$ cat src/rtl/log_test_clk_burst_if.sv
// Boundary-scan side bundle for the logic-test clock burst generator.
// The master drives the TAP strobe, mode and channel controls.
// The slave returns the gated test clocks and the burst status.
interface log_test_clk_burst_if #(
    parameter int N_CH  = 4,
    parameter int CNT_W = 8
);
    logic             Update_DR;
    logic             Mode;
    logic [N_CH-1:0]  From_BSC;
    logic [N_CH-1:0]  Ch_en;
    logic [CNT_W-1:0] Pulse_count;
    logic [N_CH-1:0]  Test_clk;
    logic             Busy;
    logic             Done;

    modport master (
        output Update_DR, Mode, From_BSC, Ch_en, Pulse_count,
        input  Test_clk, Busy, Done
    );

    modport slave (
        input  Update_DR, Mode, From_BSC, Ch_en, Pulse_count,
        output Test_clk, Busy, Done
    );
endinterface

$ cat src/rtl/log_test_clk_burst.sv
// Multi-channel logic-test clock generator.
// A rising edge of Update_DR, synchronised into TCK, launches a burst of
// Pulse_count single-cycle gate pulses spaced two TCK apart.  The gate is
// ANDed with each enabled channel's From_BSC clock.  In bypass mode every
// From_BSC bit passes straight through to Test_clk.
module log_test_clk_burst #(
    parameter int N_CH  = 4,
    parameter int CNT_W = 8
) (
    input logic              TCK,
    input logic              Reset,
    log_test_clk_burst_if.slave bus
);

    localparam logic [1:0] ST_IDLE  = 2'd0;
    localparam logic [1:0] ST_BURST = 2'd1;
    localparam logic [1:0] ST_DONE  = 2'd2;

    logic             s1;
    logic             s2;
    logic             s3;
    logic             rise;
    logic [1:0]       state;
    logic             gate;
    logic [CNT_W-1:0] rem;
    logic             done_r;

    // s1/s2 resolve metastability; s3 is the delayed copy for edge detection.
    assign rise = s2 & ~s3;

    // Three-flop shift of the asynchronous Update_DR strobe into TCK.
    always_ff @(posedge TCK or posedge Reset) begin
        if (Reset) begin
            s1 <= 1'b0;
            s2 <= 1'b0;
            s3 <= 1'b0;
        end else begin
            s1 <= bus.Update_DR;
            s2 <= s1;
            s3 <= s2;
        end
    end

    // Burst sequencer: gate alternates high/low until rem pulses are spent.
    always_ff @(posedge TCK or posedge Reset) begin
        if (Reset) begin
            state  <= ST_IDLE;
            gate   <= 1'b0;
            rem    <= '0;
            done_r <= 1'b0;
        end else begin
            case (state)
                ST_IDLE: begin
                    done_r <= 1'b0;
                    if (rise && bus.Mode) begin
                        if (bus.Pulse_count != '0) begin
                            state <= ST_BURST;
                            rem   <= bus.Pulse_count;
                            gate  <= 1'b1;
                        end else begin
                            // Zero-length burst still reports completion.
                            state  <= ST_DONE;
                            done_r <= 1'b1;
                        end
                    end
                end
                ST_BURST: begin
                    if (!bus.Mode) begin
                        // Leaving test mode discards the burst silently.
                        state <= ST_IDLE;
                        gate  <= 1'b0;
                        rem   <= '0;
                    end else if (gate) begin
                        gate <= 1'b0;
                        rem  <= rem - 1'b1;
                    end else if (rem != '0) begin
                        gate <= 1'b1;
                    end else begin
                        state  <= ST_DONE;
                        done_r <= 1'b1;
                    end
                end
                ST_DONE: begin
                    // Rises seen here are dropped; a fresh edge is required.
                    state  <= ST_IDLE;
                    done_r <= 1'b0;
                    gate   <= 1'b0;
                    rem    <= '0;
                end
                default: begin
                    state  <= ST_IDLE;
                    gate   <= 1'b0;
                    rem    <= '0;
                    done_r <= 1'b0;
                end
            endcase
        end
    end

    // Gate and Ch_en act immediately, so reset or masking cuts pulses at once.
    assign bus.Test_clk = bus.Mode ? (bus.From_BSC & bus.Ch_en & {N_CH{gate}})
                                   : bus.From_BSC;
    assign bus.Busy     = (state == ST_BURST);
    assign bus.Done     = done_r;

endmodule

$ cat src/flat_wrapper.sv
// flat-port wrapper written by rule: the top's interface ports become plain ports
module log_test_clk_burst_flat 
#(
    parameter int N_CH  = 4,
    parameter int CNT_W = 8
)
  (TCK, Reset, bus_Update_DR, bus_Mode, bus_From_BSC, bus_Ch_en, bus_Pulse_count, bus_Test_clk, bus_Busy, bus_Done);
  log_test_clk_burst_if #(.N_CH(N_CH), .CNT_W(CNT_W)) bus_i ();
  input logic TCK;
  input logic Reset;
  input wire logic [$bits(bus_i.Update_DR)-1:0] bus_Update_DR;
  input wire logic [$bits(bus_i.Mode)-1:0] bus_Mode;
  input wire logic [$bits(bus_i.From_BSC)-1:0] bus_From_BSC;
  input wire logic [$bits(bus_i.Ch_en)-1:0] bus_Ch_en;
  input wire logic [$bits(bus_i.Pulse_count)-1:0] bus_Pulse_count;
  output wire logic [$bits(bus_i.Test_clk)-1:0] bus_Test_clk;
  output wire logic [$bits(bus_i.Busy)-1:0] bus_Busy;
  output wire logic [$bits(bus_i.Done)-1:0] bus_Done;
  assign bus_i.Update_DR = bus_Update_DR;
  assign bus_i.Mode = bus_Mode;
  assign bus_i.From_BSC = bus_From_BSC;
  assign bus_i.Ch_en = bus_Ch_en;
  assign bus_i.Pulse_count = bus_Pulse_count;
  assign bus_Test_clk = bus_i.Test_clk;
  assign bus_Busy = bus_i.Busy;
  assign bus_Done = bus_i.Done;
  log_test_clk_burst #(.N_CH(N_CH), .CNT_W(CNT_W)) u_core (.TCK(TCK), .Reset(Reset), .bus(bus_i));
endmodule
$ cat config.mk
export PLATFORM = sky130hd
export DESIGN_NAME = log_test_clk_burst_flat
export DESIGN_NICKNAME = d
export VERILOG_FILES = /design/src/rtl/log_test_clk_burst_if.sv /design/src/rtl/log_test_clk_burst.sv /design/src/flat_wrapper.sv
export SDC_FILE = /design/constraint.sdc
export NUM_CORES = 1
export LEC_CHECK = 0
export BUFFER_PORTS_ARGS = -buffer_cell sky130_fd_sc_hd__clkbuf_2
export CORE_MARGIN = 4
export CORE_UTILIZATION = 30
export CTS_CLUSTER_SIZE = 40
export DETAILED_ROUTE_END_ITERATION = 12
export MAX_ROUTING_LAYER = met4
export SETUP_SLACK_MARGIN = 0.1
export SKIP_LAST_GASP = 1
export SYNTH_ARGS = -nofsm -noshare
export SYNTH_HDL_FRONTEND = slang
export SYNTH_SLANG_ARGS = --single-unit
$ cat constraint.sdc
create_clock -name TCK -period 1.9 [get_ports TCK]
set_clock_uncertainty 0.2 [all_clocks]
set_input_delay 0.38 -clock TCK [delete_from_list [all_inputs] [get_ports TCK]]
set_output_delay 0.38 -clock TCK [all_outputs]
set_load 0.05 [all_outputs]
==> results of run 1 <==
-- sequential cells by signal (all words and copies together) (netlist names) --
register,flops
u_core.bus.Done,1
u_core.gate,1
u_core.rem,8
u_core.s1,1
u_core.s2,1
u_core.s3,1
u_core.state,2
-- placed cells by master, fill, tap and decap left out, drive strengths merged, types with 2 or more instances in the layout --
cell type	synthesis	layout
clkbuf	1	26
buf	4	20
dfrtp	15	15
a21oi	10	10
inv	8	8
nand2	7	7
nor3	6	6
o2bb2ai	6	6
nor4	6	6
nor2	5	5
a21boi	4	4
a211oi	3	3
nand3b	2	2
xnor2	2	2
a2bb2oi	2	2
ha	2	2
dlygate4sd3	0	2
nor2b	2	2
o21ai	2	2
or4	2	2
or3	2	2
o31ai	2	2
-- stage by stage --
| stage | worst slack (ns) | total power [mW] | cells |
|---|---|---|---|
| 2_1_floorplan | 0.01876 | 0.7851 | 103 |
| 3_3_place_gp | -0.04973 | 0.9481 | 168 |
| 3_5_place_dp | -0.05669 | 0.9566 | 168 |
| 4_1_cts | 0.09465 | 1.179 | 176 |
| 5_1_grt | 0.03916 | 1.284 | 177 |
| 6_report | 0.09930 | 1.199 | 177 |
-- per-layer routing --
layer / vias to the layer above / wire length (um) / track usage (%) / part of all wire [%]
met1: 440 / 1123 / 17.38 / 43
met3: 8 / 183 / 3.853 / 7.1
met5: - / 0 / - / 0
li1: 468 / - / - / -
met2: 50 / 1236 / 20.13 / 48
met4: 0 / 45 / 3.235 / 1.7
-- worst max path at each step --
stage | startpoint | end | slack [ns] | cells past startpoint
after global placement | bus_Pulse_count[5] | u_core.rem[7] | -0.05 | 7
after detailed placement | bus_Pulse_count[5] | u_core.bus.Done | -0.06 | 6
final | u_core.rem[4] | u_core.state[1] | 0.1 | 3
after CTS | u_core.rem[4] | u_core.state[0] | 0.09 | 4
after floorplan | u_core.gate | bus_Test_clk[2] | 0.02 | 3
after global routing | u_core.rem[4] | u_core.rem[6] | 0.04 | 4
-- kinds of logic (layout without fill, tap and decap cells) --
family | after synthesis | count (layout) | synth area share [%]
simple gates | 37 | 37 | 22.25
compound gates | 34 | 34 | 27.21
flops | 15 | 15 | 40.21
buf+inv | 13 | 56 | 5.764
fa+ha+maj | 2 | 2 | 2.681
xor+xnor | 2 | 2 | 1.877
-- cell type report --
class	count	area (um^2)	share of cell area (%)
Inverter	8	30.03	2.303
Clock buffer	4	26.28	2.015
Multi-Input combinational cell	75	544.3	41.75
Tap cell	31	38.79	2.975
Timing Repair Buffer	44	285.3	21.88
Sequential cell	15	379.1	29.08
-- worst max-delay path, stage by stage (launching register included) --
cell and delay (ns):
sky130_fd_sc_hd__dfrtp_1 0.38, sky130_fd_sc_hd__or4_4 0.58, sky130_fd_sc_hd__or3_4 0.39, sky130_fd_sc_hd__o31ai_4 0.18
-- power by group --
group          switching [mW]  internal, mW  total (mW)
clock                   0.106        0.0815       0.188
sequential             0.0599         0.387       0.447
combinational           0.299         0.266       0.564
total                   0.465         0.734        1.20
-- repair_timing --
action / CTS / global route
setup buffers: 2 / 1
hold endpoints to repair: 16 / 0
endpoints found under the setup margin: 8 / 13
resized for setup: 7 / 10
hold buffers: 2 / 0
pin swaps: 1 / 0
==> qor.csv, run 1 <==
stage;metric;value;unit
outcome;result of the run;completed;
hold_path;hold_sp;u_core.s1;
synth;sequential share of the synthesized area;40.21;%
place;Port Buf Inserts;25;
final_layout;layout cells sized above 1;42.47;%
worst_setup_path;critical path peak fanout;5;
sta;final critical path time including I/O delays and setup;1.801;ns
global_route;antenna violations before repair;0;
clocking;clock root buffer master;sky130_fd_sc_hd__clkbuf_4;
die;Ports;26;
routing;total number of vias;966;
place;global placement routability congestion;0.8961;
clocking;number of H-tree levels;1;
routing;router iterations before antenna repair;4;
clocking;total clock buffers created by CTS;3;
worst_setup_path;critical path data required time;1.90;ns
clocking;clock tree from TritonCTS;done;
worst_setup_path;crit path capture type;flip-flop;
final_layout;number of fillers in the final layout;285;
die;total core area;2853;um^2
final_layout;Net count, final;169;
die;effective utilization at floorplan;32.72;%
worst_setup_path;worst setup slack for register-to-register paths;0.1;ns
place;estimated wirelength of the detail-placed design;1.986;mm
final_layout;Final Core Density;45.70;%
synth;Post-synth ARST share;100.0;%
sta;slew at the pin with the worst max-slew slack;0.5705;ns
routing;per-cell routed wire length;14.62;um
worst_setup_path;Crit path arrival time;1.80;ns
clocking;clock insertion delay at the later pin of the skew report;0.29;ns
hold_path;worst hold path depth;0;
synth;number of flops mapped to enable cells by yosys;0;
global_route;via count of the first global-routing pass;901;
routing;# DRC;0;
worst_setup_path;reg-to-reg startpoint;u_core.rem[4];
sta;worst hold slack after final layout;0.1554;ns
die;Die ar.;4068;um^2
sta;setup repair after global routing missed its margin;yes;
synth;most frequent cells after synthesis;15 x sky130_fd_sc_hd__dfrtp_1, 10 x sky130_fd_sc_hd__a21oi_1, 8 x sky130_fd_sc_hd__inv_1;
worst_setup_path;Critical R2R Capture;u_core.state[1];
pwr;worst voltage drop across the vdd grid;0.5205;mV
synth;ys flop type;sky130_fd_sc_hd__dfrtp_1;
sta;maximum clock frequency;555.3;MHz
routing;final WL;2.588;mm
final_layout;Area Overhead vs Synth;39.68;%
sta;share of the cycle needed by the critical path after routing;94.77;%
synth;fraction of post-synthesis cell area in the top cell type by area;40.21;%
synth;most frequent cell after synthesis;sky130_fd_sc_hd__dfrtp_1;
worst_setup_path;critical path class;flip-flop to flip-flop;
synth;count of state elements after synthesis;15;
synth;cells taking the most area after synthesis;sky130_fd_sc_hd__dfrtp_1 40%, sky130_fd_sc_hd__o2bb2ai_1 5.6%, sky130_fd_sc_hd__a21oi_1 5.4%;
global_route;overflow left after global routing;0;
synth;cell accounting for the most synthesized area;sky130_fd_sc_hd__dfrtp_1;
synth;instance count of the mapped netlist;103;
final_layout;final standard cell area without fillers;1304;um^2
routing;first-iteration detailed-routing DRC count;50;
clocking;Reg clk slew, reported paths;0.10;ns
sta;post-route setup TNS;0;ns
hold_path;Hold Crit Endpoint;u_core.s2;
final_layout;Antenna diodes;0;
pwr;leakage power;0.5778;nW
sta;final max-slew violation count;0;
sta;relative slew slack;61.92;%
synth;total number of yosys warnings;0;
place;cell area after placement;1192;um^2
hold_path;worst min path class;flip-flop to flip-flop;
synth;area of the mapped netlist;933.4;um^2
synth;Net Count, Synth;125;
die;Placement Rows;19;
clocking;Max Root-Sink Buffers;2;
global_route;largest net degree at the start of global routing;16;
die;die boundary width;63.78;um
sta;final setup violation count;0;
worst_setup_path;R2R depth;3;
routing;Detail Route Antenna Nets;0;
job;Max-cap violations;0;
global_route;overall global routing resource usage;13.26;%
clocking;total number of clock tree sinks;15;
pwr;Power Density;919.7;nW/um^2
global_route;wire length of the first global-routing pass;4.181;mm
routing;vias per inst;5.458;
synth;synth unique cells;34;
sta;number of hold-slack violations in the final timing report;0;
synth;Post-Syn Area per Cell;9.062;um^2
worst_setup_path;crit start category;flip-flop;
die;floorplan die height;63.78;um
Note: power is estimated with default switching activity, not from simulation.
==> run 2, diff against run 1 <==
GPL_TIMING_DRIVEN = 0   (was not set)
PLACE_DENSITY = 0.64   (was not set)
==> qor.csv, run 2 (synthesis results as in run 1) <==
stage;metric;value;unit
sta;final critical path time including I/O delays and setup;1.848;ns
sta;final setup violation count;0;
sta;relative slew slack;60.46;%
worst_setup_path;critical path data required time;1.89;ns
worst_setup_path;crit path capture type;flip-flop;
worst_setup_path;longest individual stage delay on the worst path;0.58;ns
die;Placement Rows;19;
sta;final max-slew violation count;0;
sta;number of hold-slack violations in the final timing report;0;
worst_setup_path;critical-path cell list;or4_4 > or3_4 > nor2_2 > o21ai_1;
die;floorplan die height;63.78;um
sta;setup repair after global routing missed its margin;yes;
final_layout;sequential cell area;380.4;um^2
routing;per-cell routed wire length;15.69;um
routing;Detail Route Antenna Nets;0;
pwr;Design Power;1.229;mW
clocking;clock insertion delay at the later pin of the skew report;0.30;ns
place;Port Buf Inserts;25;
sta;slew at the pin with the worst max-slew slack;0.5924;ns
die;total core area;2853;um^2
final_layout;Net count, final;159;
routing;vias per inst;5.467;
final_layout;footprint of the multi-input gates;599.3;um^2
global_route;overflow left after global routing;0;
worst_setup_path;critical path class;flip-flop to flip-flop;
global_route;wire length of the first global-routing pass;4.153;mm
global_route;overall global routing resource usage;13.59;%
die;die boundary width;63.78;um
routing;first-iteration detailed-routing DRC count;50;
pwr;leakage power;0.5549;nW
final_layout;number of flip-flops under the largest register name;8;
final_layout;layout cells sized above 1;46.32;%
sta;maximum clock frequency;541.0;MHz
final_layout;most frequent cells in the layout;20 x sky130_fd_sc_hd__clkbuf_2, 11 x sky130_fd_sc_hd__dfrtp_1, 10 x sky130_fd_sc_hd__a21oi_1;
clocking;total number of clock tree sinks;15;
job;Max-cap violations;0;
hold_path;worst min path class;flip-flop to flip-flop;
global_route;largest net degree at the start of global routing;16;
place;estimated wirelength of the detail-placed design;1.788;mm
clocking;total clock buffers created by CTS;3;
final_layout;largest registers;u_core.rem (8), u_core.state (2);
die;Ports;26;
place;global placement routability congestion;0.8588;
die;effective utilization at floorplan;32.72;%
routing;final WL;2.620;mm
clocking;Reg clk slew, reported paths;0.10;ns
routing;# DRC;0;
sta;share of the cycle needed by the critical path after routing;97.28;%
routing;router iterations before antenna repair;4;
worst_setup_path;Crit path arrival time;1.84;ns
worst_setup_path;master of the slowest instance on the critical path;sky130_fd_sc_hd__or4_4;
pwr;Power Density;930.3;nW/um^2
worst_setup_path;crit start category;flip-flop;
clocking;number of H-tree levels;1;
final_layout;Area Overhead vs Synth;41.56;%
global_route;via count of the first global-routing pass;877;
clocking;Max Root-Sink Buffers;2;
worst_setup_path;critical path peak fanout;5;
die;Die ar.;4068;um^2
final_layout;commonest non-fill, non-tap cell in the layout;sky130_fd_sc_hd__clkbuf_2;
sta;post-route setup TNS;0;ns
pwr;worst voltage drop across the vdd grid;0.4710;mV
clocking;clock tree from TritonCTS;done;
final_layout;register with the most flip-flops;u_core.rem;
final_layout;Antenna diodes;0;
outcome;result of the run;completed;
routing;total number of vias;913;
global_route;antenna violations before repair;0;
clocking;clock root buffer master;sky130_fd_sc_hd__clkbuf_4;
final_layout;number of fillers in the final layout;276;
## run 2: changes by cell type in the layout (fill, tap and decap cells not counted), sizes merged
cell	delta
clkbuf	-2
buf	-8
## run 2: power breakdown
part / internal [mW] / switching (mW)
Combinational: 0.265 / 0.296
Sequential: 0.389 / 0.0837
Clock: 0.0820 / 0.113
## run 2: metrics by stage
step                      cell area (um^2)  util (%)  hold slack, ns  worst slack (ns)  instances
after floorplan                      947.2         -         0.08148           0.01876        103
after global placement                1111     38.95          0.1331           -0.3741        159
after CTS                             1216     42.63          0.1570           0.06361        165
after detailed placement              1111     38.95          0.1358           -0.3718        159
after global routing                  1321     46.32          0.1610           0.01312        167
final                                 1321     46.32          0.1523           0.05168        167
## run 2: worst max-delay path: cells and delay by family (launching register included)
kind	cells	cell delay [ns]
DFF	1	0.42
AOI/OAI and AO/OA	1	0.06
and+or+nand+nor	3	1.06
## run 2: layout make-up
| cell class | count | area share [%] |
|---|---|---|
| plain buffers | 4 | 2.178 |
| clock buffers | 4 | 1.989 |
| inverters | 8 | 2.273 |
| multi-input cells | 75 | 45.36 |
| flip-flops and latches | 15 | 28.79 |
| well taps | 31 | 2.936 |
| repair buffers | 30 | 16.48 |
## run 2: path summary, 6_finish.rpt
check	start	endpoint	slack (ns)	depth (start not counted)
min in group asynchronous	Reset	u_core.rem[2]	0.47	3
hold / removal	u_core.s1	u_core.s2	0.15	0
setup / recovery	u_core.rem[2]	u_core.state[0]	0.05	4
max in group asynchronous	Reset	u_core.rem[0]	0.60	3
hold reg to reg	u_core.s1	u_core.s2	0.15	0
setup reg to reg	u_core.rem[2]	u_core.state[0]	0.05	4
## run 2: per-layer routing
layer / vias to the layer above / global-route usage, % / wire, um
li1: 453 / - / -
met1: 434 / 17.78 / 1227
met2: 22 / 19.48 / 1225
met3: 4 / 4.378 / 121
met4: 0 / 5.121 / 45
met5: - / - / 0
## run 2: repair_timing
action                                 CTS  global route
hold buffers                             2             0
pin swaps                                0             8
buffers inserted                         1             2
gates resized for setup                 15            26
setup endpoints to repair               17            17
endpoints found under the hold margin   16             0
==> run 3, diff against run 2 <==
CTS_BUF_LIST = sky130_fd_sc_hd__clkbuf_4   (was not set)
==> qor.csv, run 3 (synthesis results as in run 1) <==
stage;metric;value;unit
sta;final max-slew violation count;0;
die;Placement Rows;19;
die;total core area;2853;um^2
worst_setup_path;critical path peak fanout;5;
sta;slew at the pin with the worst max-slew slack;0.5886;ns
outcome;result of the run;completed;
clocking;total clock buffers created by CTS;3;
pwr;Power Density;940.1;nW/um^2
die;Ports;26;
job;Max-cap violations;0;
hold_path;worst min path class;flip-flop to flip-flop;
final_layout;Antenna diodes;0;
worst_setup_path;critical path data required time;1.89;ns
pwr;worst voltage drop across the vdd grid;0.4677;mV
place;global placement routability congestion;0.8588;
routing;vias per inst;5.521;
clocking;Reg clk slew, reported paths;0.10;ns
worst_setup_path;crit start category;flip-flop;
worst_setup_path;crit path capture type;flip-flop;
worst_setup_path;critical path class;flip-flop to flip-flop;
global_route;wire length of the first global-routing pass;4.105;mm
sta;maximum clock frequency;544.4;MHz
place;total instance count after detailed placement;159;
routing;# DRC;0;
place;worst setup timing slack at the placement stage;-0.3718;ns
global_route;largest net degree at the start of global routing;16;
clocking;Max Root-Sink Buffers;2;
final_layout;number of cells in the finished layout apart from fillers;167;
clocking;total number of clock tree sinks;15;
pwr;leakage power;0.5550;nW
sta;number of hold-slack violations in the final timing report;0;
global_route;antenna violations before repair;0;
global_route;via count of the first global-routing pass;876;
final_layout;Net count, final;159;
final_layout;register with the most flip-flops;u_core.rem;
place;Port Buf Inserts;25;
die;floorplan die height;63.78;um
die;effective utilization at floorplan;32.72;%
clocking;number of H-tree levels;1;
routing;Detail Route Antenna Nets;0;
sta;relative slew slack;60.72;%
routing;total number of vias;922;
worst_setup_path;critical-path cell list;or4_4 > or3_4 > nor2_2 > o21ai_1;
worst_setup_path;master of the slowest instance on the critical path;sky130_fd_sc_hd__or4_4;
routing;router iterations before antenna repair;4;
clocking;clock insertion delay at the later pin of the skew report;0.30;ns
final_layout;layout cells sized above 1;44.85;%
final_layout;commonest non-fill, non-tap cell in the layout;sky130_fd_sc_hd__clkbuf_2;
final_layout;Area Overhead vs Synth;39.95;%
sta;final setup violation count;0;
final_layout;final standard cell area without fillers;1306;um^2
clocking;clock tree from TritonCTS;done;
die;Die ar.;4068;um^2
final_layout;largest registers;u_core.rem (8), u_core.state (2);
clocking;clock root buffer master;sky130_fd_sc_hd__clkbuf_4;
worst_setup_path;longest individual stage delay on the worst path;0.57;ns
global_route;overflow left after global routing;0;
sta;final critical path time including I/O delays and setup;1.837;ns
final_layout;most frequent cells in the layout;20 x sky130_fd_sc_hd__clkbuf_2, 11 x sky130_fd_sc_hd__dfrtp_1, 10 x sky130_fd_sc_hd__a21oi_1;
routing;per-cell routed wire length;15.29;um
die;die boundary width;63.78;um
global_route;overall global routing resource usage;13.36;%
place;cell area after placement;1111;um^2
routing;first-iteration detailed-routing DRC count;57;
routing;final WL;2.553;mm
place;estimated wirelength of the detail-placed design;1.788;mm
sta;setup repair after global routing missed its margin;yes;
sta;share of the cycle needed by the critical path after routing;96.68;%
sta;Final Worst Setup Slack;0.06314;ns
final_layout;number of flip-flops under the largest register name;8;
worst_setup_path;Crit path arrival time;1.83;ns
[run 3: cell count changes in the layout (fill, tap and decap cells not counted)]
cell and delta:
sky130_fd_sc_hd__a211oi_1 +1, sky130_fd_sc_hd__a211oi_2 -1, sky130_fd_sc_hd__clkbuf_1 -1, sky130_fd_sc_hd__clkbuf_4 +1, sky130_fd_sc_hd__nand2_1 +1, sky130_fd_sc_hd__nand2_2 -1
sky130_fd_sc_hd__nor2b_2 +1, sky130_fd_sc_hd__nor2b_4 -1, sky130_fd_sc_hd__nor4_1 +1, sky130_fd_sc_hd__nor4_2 -1
[run 3: final cells by class]
cell class	count	area, um^2
inverter	8	30.03
timing repair buffer	30	217.7
clock buffer	4	30.03
sequential	15	380.4
multi-input combinational	75	580.6
buffer	4	28.78
fill	275	1546
tap	31	38.79
[run 3: through the flow]
step / utilization, % / TNS [ns] / power [mW] / hold slack (ns)
6_report: 45.79 / 0 / 1.228 / 0.1523
5_1_grt: 45.79 / 0 / 1.311 / 0.1610
4_1_cts: 42.76 / 0 / 1.143 / 0.1570
3_5_place_dp: 38.95 / -2.590 / 0.8942 / 0.1358
3_3_place_gp: 38.95 / -2.619 / 0.8848 / 0.1331
2_1_floorplan: - / 0 / 0.7851 / 0.08148
[run 3: final timing paths]
| kind | start | slack [ns] | to | depth (start not counted) |
|---|---|---|---|---|
| worst max-delay path | u_core.rem[2] | 0.06 | u_core.state[0] | 4 |
| worst min-delay path | u_core.s1 | 0.15 | u_core.s2 | 0 |
| worst max register to register | u_core.rem[2] | 0.06 | u_core.state[0] | 4 |
| worst min register to register | u_core.s1 | 0.15 | u_core.s2 | 0 |
| max in group asynchronous | Reset | 0.61 | u_core.rem[0] | 3 |
| min in group asynchronous | Reset | 0.47 | u_core.rem[2] | 3 |
[run 3: where the power goes]
part | switching (mW) | leakage (nW) | internal [mW]
Sequential | 0.0826 | 0.181 | 0.389
Combinational | 0.287 | 0.356 | 0.260
Clock | 0.113 | 0.0184 | 0.0962
[run 3: routing by layer]
layer | vias up | share of wire [%] | wire, um | global-route usage, %
li1 | 449 | - | - | -
met1 | 448 | 48 | 1237 | 17.67
met2 | 21 | 45 | 1151 | 18.84
met3 | 4 | 4.7 | 119 | 4.378
met4 | 0 | 1.8 | 45 | 5.121
met5 | - | 0 | 0 | -
[run 3: repair_timing]
item / CTS / global route
setup endpoints to repair: 17 / 17
endpoints found under the hold margin: 16 / 0
buffers inserted: 1 / 2
hold buffers: 2 / 0
gates resized for setup: 15 / 22
pin swaps: 0 / 7
gates cloned: 0 / 0
[run 3: critical path: cells and delay by family (launching register included)]
family             cells  cell delay, ns
and+or+nand+nor        3            1.04
AOI/OAI and AO/OA      1            0.06
DFF                    1            0.42
